[src/rtl/rf_pkg.sv]
// Shared constants and helpers for the register file with scoreboard.
package rf_pkg;

    localparam int XLEN_DEF = 32;
    localparam int NREG_DEF = 32;
    localparam int NWPORT   = 2;
    localparam int WP_ALU   = 0;
    localparam int WP_LD    = 1;

    // Low bit of element idx inside a packed multi-port bus of width-bit elements.
    function automatic int slice_lo(input int idx, input int width);
        return idx * width;
    endfunction

endpackage

[src/rtl/rf_busy_tracker.sv]
// Per-register busy bits, issue acceptance and a running count of busy registers.
module rf_busy_tracker
    import rf_pkg::*;
#(
    parameter int NREG     = NREG_DEF,
    parameter bit ZERO_REG = 1'b1,
    localparam int AW      = $clog2(NREG)
) (
    input  logic                 i_clk,
    input  logic                 i_rst_n,
    input  logic                 i_iss_valid,
    input  logic [AW-1:0]        i_iss_rd,
    input  logic [NWPORT-1:0]    i_wen,
    input  logic [NWPORT*AW-1:0] i_waddr,
    output logic                 o_iss_ready,
    output logic [NREG-1:0]      o_busy,
    output logic [AW:0]          o_pending
);

    logic [NREG-1:0] busy_q, busy_d;
    logic [AW:0]     pending_q, pending_d;
    logic [AW-1:0]   wa_alu, wa_ld;
    logic            rd_is_zero, iss_set, clr_alu, clr_ld;

    assign wa_alu = i_waddr[slice_lo(WP_ALU, AW) +: AW];
    assign wa_ld  = i_waddr[slice_lo(WP_LD, AW) +: AW];

    assign rd_is_zero  = ZERO_REG && (i_iss_rd == '0);
    assign o_iss_ready = rd_is_zero || !busy_q[i_iss_rd];
    assign iss_set     = i_iss_valid && o_iss_ready && !rd_is_zero;

    // A clear counts only when it drops a set bit that the issue does not re-set,
    // and two ports hitting one register drop it once.
    assign clr_alu = i_wen[WP_ALU] && busy_q[wa_alu] && !(iss_set && (wa_alu == i_iss_rd));
    assign clr_ld  = i_wen[WP_LD] && busy_q[wa_ld] && !(iss_set && (wa_ld == i_iss_rd))
                     && !(i_wen[WP_ALU] && (wa_ld == wa_alu));

    always_comb begin
        busy_d = busy_q;
        if (i_wen[WP_ALU]) busy_d[wa_alu] = 1'b0;
        if (i_wen[WP_LD])  busy_d[wa_ld]  = 1'b0;
        if (iss_set)       busy_d[i_iss_rd] = 1'b1;
        pending_d = pending_q + (AW+1)'(iss_set) - (AW+1)'(clr_alu) - (AW+1)'(clr_ld);
    end

    always_ff @(posedge i_clk or negedge i_rst_n) begin
        if (!i_rst_n) begin
            busy_q    <= '0;
            pending_q <= '0;
        end else begin
            busy_q    <= busy_d;
            pending_q <= pending_d;
        end
    end

    assign o_busy    = busy_q;
    assign o_pending = pending_q;

endmodule

[src/rtl/rf_scoreboard.sv]
// Multi-read, dual-write register file with a busy-bit scoreboard.
// Define RF_BYPASS_EN to forward same-cycle write data to matching read ports.
module rf_scoreboard
    import rf_pkg::*;
#(
    parameter int XLEN     = XLEN_DEF,
    parameter int NREG     = NREG_DEF,
    parameter int NRPORT   = 2,
    parameter bit ZERO_REG = 1'b1,
    localparam int AW      = $clog2(NREG)
) (
    input  logic                   i_clk,
    input  logic                   i_rst_n,
    input  logic [NRPORT*AW-1:0]   i_raddr,
    output logic [NRPORT*XLEN-1:0] o_rdata,
    output logic [NRPORT-1:0]      o_rbusy,
    input  logic                   i_iss_valid,
    input  logic [AW-1:0]          i_iss_rd,
    output logic                   o_iss_ready,
    input  logic [NWPORT-1:0]      i_wen,
    input  logic [NWPORT*AW-1:0]   i_waddr,
    input  logic [NWPORT*XLEN-1:0] i_wdata,
    output logic [AW:0]            o_pending
);

    logic [XLEN-1:0] regs_q [NREG];
    logic [XLEN-1:0] regs_d [NREG];
    logic [AW-1:0]   wa [NWPORT];
    logic [XLEN-1:0] wd [NWPORT];
    logic            wv [NWPORT];
    logic [AW-1:0]   ra [NRPORT];
    logic [NREG-1:0] busy;

    rf_busy_tracker #(
        .NREG     (NREG),
        .ZERO_REG (ZERO_REG)
    ) u_busy (
        .i_clk       (i_clk),
        .i_rst_n     (i_rst_n),
        .i_iss_valid (i_iss_valid),
        .i_iss_rd    (i_iss_rd),
        .i_wen       (i_wen),
        .i_waddr     (i_waddr),
        .o_iss_ready (o_iss_ready),
        .o_busy      (busy),
        .o_pending   (o_pending)
    );

    // wv is the write that really lands; writes to a hardwired zero register vanish.
    always_comb begin
        for (int p = 0; p < NWPORT; p++) begin
            wa[p] = i_waddr[slice_lo(p, AW) +: AW];
            wd[p] = i_wdata[slice_lo(p, XLEN) +: XLEN];
            wv[p] = i_wen[p] && !(ZERO_REG && (wa[p] == '0));
        end
    end

    // Ports are applied in ascending order so the load port overrides the ALU port.
    always_comb begin
        for (int r = 0; r < NREG; r++) regs_d[r] = regs_q[r];
        for (int p = 0; p < NWPORT; p++) begin
            if (wv[p]) regs_d[wa[p]] = wd[p];
        end
    end

    always_ff @(posedge i_clk or negedge i_rst_n) begin
        if (!i_rst_n) begin
            for (int r = 0; r < NREG; r++) regs_q[r] <= '0;
        end else begin
            for (int r = 0; r < NREG; r++) regs_q[r] <= regs_d[r];
        end
    end

    always_comb begin
        o_rdata = '0;
        o_rbusy = '0;
        for (int k = 0; k < NRPORT; k++) begin
            ra[k] = i_raddr[slice_lo(k, AW) +: AW];
            if (!(ZERO_REG && (ra[k] == '0))) begin
                o_rdata[slice_lo(k, XLEN) +: XLEN] = regs_q[ra[k]];
                o_rbusy[k] = busy[ra[k]];
`ifdef RF_BYPASS_EN
                for (int p = 0; p < NWPORT; p++) begin
                    if (wv[p] && (wa[p] == ra[k])) begin
                        o_rdata[slice_lo(k, XLEN) +: XLEN] = wd[p];
                        o_rbusy[k] = 1'b0;
                    end
                end
`endif
            end
        end
    end

endmodule

[config.mk]
export PLATFORM = sky130hd
export DESIGN_NAME = rf_scoreboard
export DESIGN_NICKNAME = d
export VERILOG_FILES = /design/src/rtl/rf_pkg.sv /design/src/rtl/rf_busy_tracker.sv /design/src/rtl/rf_scoreboard.sv
export SDC_FILE = /design/constraint.sdc
export NUM_CORES = 2
export LEC_CHECK = 0
export CAP_MARGIN = 20
export CORE_MARGIN = 4
export CORE_UTILIZATION = 44
export DETAILED_ROUTE_END_ITERATION = 10
export PLACE_DENSITY_LB_ADDON = 0.15
export SETUP_SLACK_MARGIN = 0.5
export SKIP_CTS_REPAIR_TIMING = 1
export SLEW_MARGIN = 20
export SYNTH_ARGS = -nofsm -noshare
export SYNTH_HDL_FRONTEND = slang
export SYNTH_SLANG_ARGS = --single-unit
[constraint.sdc]
create_clock -name i_clk -period 3.3 [get_ports i_clk]
set_clock_uncertainty 0.05 [all_clocks]
set_input_delay 0.825 -clock i_clk [delete_from_list [all_inputs] [get_ports i_clk]]
set_output_delay 0.825 -clock i_clk [all_outputs]
set_load 0.02 [all_outputs]
[Yosys cells after proc, flatten, opt, wreduce, memory -nomap -nowiden]
Index checks and enable logic that the tools add are counted.
Widths: inputs -> output; s select.
Operators by class
  $add $sub $neg: 3
  magnitude comparators: 14
  equal/unequal tests: 3
  multiplexer cells: 37
  bitwise operators: 9
  reductions and logical operators: 30
Operators by type and width (count)
  $bwmux 1024: 2
  $mux 1024: 2
  $mux 32: 11
  $bmux 32 s5: 2
  $demux 32 s5: 2
  $and 32x32->32: 2
  $not 32->32: 2
  $or 32x32->32: 1
  $lt 5x6->1 const B: 5
  $bmux 1 s5: 5
  $logic_not 5->1: 5
  $ge 6x6->1 const B: 4
  $not 5->6: 4
  $logic_and 1x1->1: 17
  $demux 1 s5: 3
  $eq 5x5->1: 3
  $ge 5x1->1 const B: 3
  $lt 6x1->1 const B: 2
  $sub 6x1->6: 2
  $mux 1: 10
  $logic_not 1->1: 7
  $add 6x1->6: 1
  $logic_or 1x1->1: 1
Word-level totals
  flip-flop bits (word level): 1062
  output and inout port bits: 73
  word-level logic and storage cells: 130

[Depth between registers and ports, before layout]
  depth after elaboration: 11
  gate-level depth with buffers: 16
  mapped depth without buffers: 13

[Modules after synthesis]
From an unflattened synthesis, not the netlist that was laid out.
Unflattened totals
  cell total of the unflattened synthesis: 6347
  area total of the unflattened synthesis: 67058.1 µm²
Modules (own cells, without submodules)
  rf_scoreboard: instances 1, cells an instance 6045, area an instance 64016.4 µm², seq. area each 25624.6 µm²
  rf_busy_tracker: instances 1, cells an instance 302, area an instance 3041.7 µm², seq. area each 950.9 µm²

[Worst setup path after synthesis]
OpenSTA, ideal clock, no wires.
  kind: input port to flip-flop
  from: input i_waddr[0]
  to: register u_busy.pending_q[5], in the netlist u_busy.o_pending[5]
  data arrival time: 4.036 ns
  required time: 3.126 ns
  path slack: -0.910 ns
  stages: 13
  path buffers: 2
  path through: buf_2 buf_4 mux4_2 mux4_2 nand2b_1 o211ai_1 fa_1 ha_1 ha_1 fa_1 a21o_1 a21oi_1 xnor2_1
Between the ends
  word-level cells in the longest chain between the ends: 6
  elaborated cells between the ends (all ways): 13
  those cells by class: add/sub (2); eq/ne (2); mux (2); reduce/logical (7)
RTL lines
  start: declaration: line rf_scoreboard.sv:21  | input logic [NWPORT*AW-1:0] i_waddr,
  $bmux 1 s5 / $eq 5x5->1 (equally long branches): line rf_busy_tracker.sv:34  | assign clr_alu = i_wen[WP_ALU] && busy_q[wa_alu] && !(iss_set && (wa_alu == i_iss_rd));
  $mux 1 (implied by the code) / $logic_and 1x1->1 (equally long branches): line rf_busy_tracker.sv:34
  $logic_and 1x1->1 / $logic_not 1->1 (equally long branches): line rf_busy_tracker.sv:34
  $logic_and 1x1->1: line rf_busy_tracker.sv:34
  $sub 6x1->6: line rf_busy_tracker.sv:43  | pending_d = pending_q + (AW+1)'(iss_set) - (AW+1)'(clr_alu) - (AW+1)'(clr_ld);
  $sub 6x1->6 *: line rf_busy_tracker.sv:43
  via u_busy.pending_d[5]: line rf_busy_tracker.sv:21  | logic [AW:0] pending_q, pending_d;
  end signal: assignment: line rf_busy_tracker.sv:52  | pending_q <= pending_d;
  end: declaration: line rf_busy_tracker.sv:21
Mark *: on every way through the listed nets, which the timed path passes. The rest lies on a longest branch. The select of a mux whose other input is x is not followed.

[Final worst setup path]
  from: input i_raddr[0]
  to: output o_rdata[10]
Between the ends
  word-level cells in the longest chain between the ends: 5
  elaborated cells between the ends (all ways): 6
  those cells by class: mux (4); bitwise (1); reduce/logical (1)
RTL lines
  start: declaration: line rf_scoreboard.sv:14  | input logic [NRPORT*AW-1:0] i_raddr,
  $not 5->6 (implied by the code): line rf_scoreboard.sv:80  | o_rdata[slice_lo(k, XLEN) +: XLEN] = regs_q[ra[k]];
  $bmux 32 s5: line rf_scoreboard.sv:80
  $mux 32 (implied by the code) (2 in series): line rf_scoreboard.sv:80
  $mux 32 *: line rf_scoreboard.sv:79  | if (!(ZERO_REG && (ra[k] == '0))) begin
  end: declaration: line rf_scoreboard.sv:15  | output logic [NRPORT*XLEN-1:0] o_rdata,
Mark *: on every way between the ends. The rest lies on a longest branch, timed or not. The select of a mux whose other input is x is not followed.

==> impl_results.md <==
- Run status: finished, violations left
- Violated checks: negative setup slack
- Final hold slack: 343.6 ps
- Post-synthesis sequential area ratio: 40.48%
- Grt ovf: 0
- GRT met3 Usage: 13.66%
- Largest net degree at the start of global routing: 104
- Met1 usage: 51.94%
- Via count: 58.74k
- # IOs: 167
- Tightest Pin Transition: 892.7 ps
- HP Start: regs_q[1004]
- Clock tree buffer depth: 3
- CP required: 2420 ps
- First-pass GRT wire length: 426.7 mm
- Hold Crit Class: flop to flop
- TritonCTS clock tree: yes
- Top Usage Layer GRT: met2
- Area growth from synthesis to layout: 27.95%
- PwrDens: 575.2 nW/um^2
- Setup violators final: 69
- # H-tree levels: 4
- Met2 Use GR: 53.90%
- Area contributors post-synth: dfrtp_1 40%, mux4_2 19%, mux2i_1 12%
- Port bufs: 166
- Total core area: 148,000 sq um
- Worst EP arrival: 2760 ps
- Post-synthesis cell type count: 52
- Syn Nets: 6,205
- Wire length per cell: 36.35 um
- Final min period: 3633 ps
- Netlist Area Pre-Place: 65,650 sq um
- Critical Path, Cell by Cell: buf_16, buf_16, buf_8, buf_12, buf_8, mux4_2, o22ai_2, a211o_1, a31oi_4, buf_6
- Max-Slew Margin vs Limit: 40.48%
- Final Hold Viols: 0
- RSZ-0062 raised after global routing: yes
- CP Launch Type: input port
- Post-synth ARST share: 100.0%
- Max Cap Viol: 0
- Post-route setup TNS: -13,850 ps
- Final Max Tran Viols: 0
- Crit path max-delay cell type: mux4_2
- Nets: 6,600
- Most used flip-flop cell after synthesis: dfrtp_1
- Post-synth EDFFs: 0
- Routed wire length: 309.9 mm
- Setup WS pre-CTS: -1313 ps
- Pre-Repair DR Iteration Count: 9
- Yosys reg bits: 1,062
- Die extent in x: 394.3 um
- Setup crit start: i_raddr[0]
- Detailed placer's ending HPWL: 199.4 mm
- ANT nets after route: 0
- Clk pin slew, worst setup/hold paths: 50 ps
- 1st-iter DRT viols: 8,732
- DR DRC count: 0
- Fillcell total: 12.21k
- DIE AREA: 155,500 sq um
- Gate Count Post-Synth: 6,103
- CP Buf/Inv Count: 6
- Die Span Y: 394.3 um
- Reg-to-reg startpoint: u_busy.o_busy[29]
- Commonest cells post-synth: 1,062 x dfrtp_1, 817 x mux2i_1, 552 x mux4_2
- Overall fraction of global-route tracks in use: 38.12%
- Highest clock rate: 275.2 MHz
- Later-pin clock latency in the skew report: 780 ps
- Post-synth top area cell: dfrtp_1
- Leak: 37.48 nW
- Peak supply drop: 0.4531 mV
- Final worst setup slack: -333.3 ps
- Vias in the first global route: 55.52k
- Setup CP Type: input port to output port
- Tcrit/Tclk final: 110.1%
- TritonCTS Buffers: 130
- Initial antenna violation count: 10
- Row cnt: 141
- Family with the most delay on the worst path: buffers and inverters
- CTS Root Cell: clkbuf_16
- RD Place Congestion: 0.9707
- Clock sinks: 1,062
- Synth top area share: 40.48%
- Crit-path max FO: 8
- Syn avg cell area: 10.76 sq um
- DR vias/cell: 6.889
- Initial Util: 44.35%
- Most common cell in the netlist: dfrtp_1
- Crit. End Element: output port
- Syn. warnings: 0
- Fraction of layout instances using a drive strength above 1: 31.25%
- Pwr Total: 48.32 mW
- Crit-path max cell delay: 550 ps
layout by cell type (no fill, tap or decap), types with 98 or more instances in the layout:
cell type | synthesis | layout
dfrtp_1 | 1062 | 1058
mux2i_1 | 817 | 802
mux4_2 | 552 | 552
buf_4 | 53 | 539
nor2_1 | 551 | 527
nand2_1 | 536 | 520
a21oi_1 | 515 | 513
o21ai_0 | 504 | 503
buf_12 | 0 | 244
a22oi_1 | 295 | 159
clkbuf_16 | 0 | 158
a22oi_2 | 0 | 136
buf_6 | 11 | 98
worst register-to-register path, delay by kind of cell (launching register included):
kind / cells / cell delay [ps]
AO/OA/AOI/OAI: 3 / 430
XOR/XNOR: 1 / 130
adder cells (fa/ha/maj): 4 / 1170
buffers and inverters: 1 / 160
flip-flops: 1 / 420
multiplexers: 2 / 910
AND/OR/NAND/NOR: 1 / 150
report_power, final:
| group | total, mW | internal [mW] | switching [mW] |
|---|---|---|---|
| Clock | 14.5 | 8.42 | 6.12 |
| Sequential | 19.2 | 16.4 | 2.85 |
| Combinational | 14.5 | 7.71 | 6.83 |
| Total | 48.3 | 32.5 | 15.8 |
metrics by stage:
step,instance area (sq um),utilization (%),instances
6_report,84000,56.75,8526
5_1_grt,83990,56.75,8521
2_1_floorplan,68000,-,6103
3_3_place_gp,76890,51.94,8136
4_1_cts,81120,54.80,8361
3_5_place_dp,76890,51.94,8136
logic make-up (layout without fill, tap and decap cells):
kind of cell             after synthesis  after routing  share of synthesized area, %
AO/OA/AOI/OAI                       1629           1629                         14.81
XOR/XNOR                               9              9                        0.1201
adder cells (fa/ha/maj)                8              8                        0.1753
buffers and inverters                793           1281                         5.279
flip-flops                          1062           1062                         40.48
multiplexers                        1369           1369                         31.39
other                                  0              5                             0
AND/OR/NAND/NOR                     1233           1233                         7.747
per-layer routing:
layer | vias up | routed length [um]
li1 | 23650 | -
met1 | 29580 | 118100
met2 | 4547 | 130500
met3 | 947 | 42640
met4 | 8 | 18560
met5 | - | 69
flip-flops by register name, summed over array words and instances (netlist names):
| name | cells |
|---|---|
| regs_q | 1024 |
| u_busy.o_busy | 32 |
| u_busy.o_pending | 6 |
cell type report:
cell class	instances	area, sq um	share of cell area, %
Antenna cell	5	12.51	0.01489
Tap cell	1930	2415	2.875
Clock inverter	35	337.8	0.4022
Multi-Input combinational cell	4248	38270	45.55
Sequential cell	1062	26580	31.64
Timing Repair Buffer	1048	12470	14.84
Clock buffer	190	3894	4.635
Inverter	8	30.03	0.03575
worst paths after layout:
path	end	slack, ps	cells after the start
max	o_rdata[10]	-330	10
min	regs_q[1004]	340	0
max reg2reg	u_busy.o_pending[5]	-200	12
min reg2reg	regs_q[1004]	340	0
max in group asynchronous	regs_q[657]	1540	4
min in group asynchronous	regs_q[355]	500	2
(Power assumes the default switching activity.)
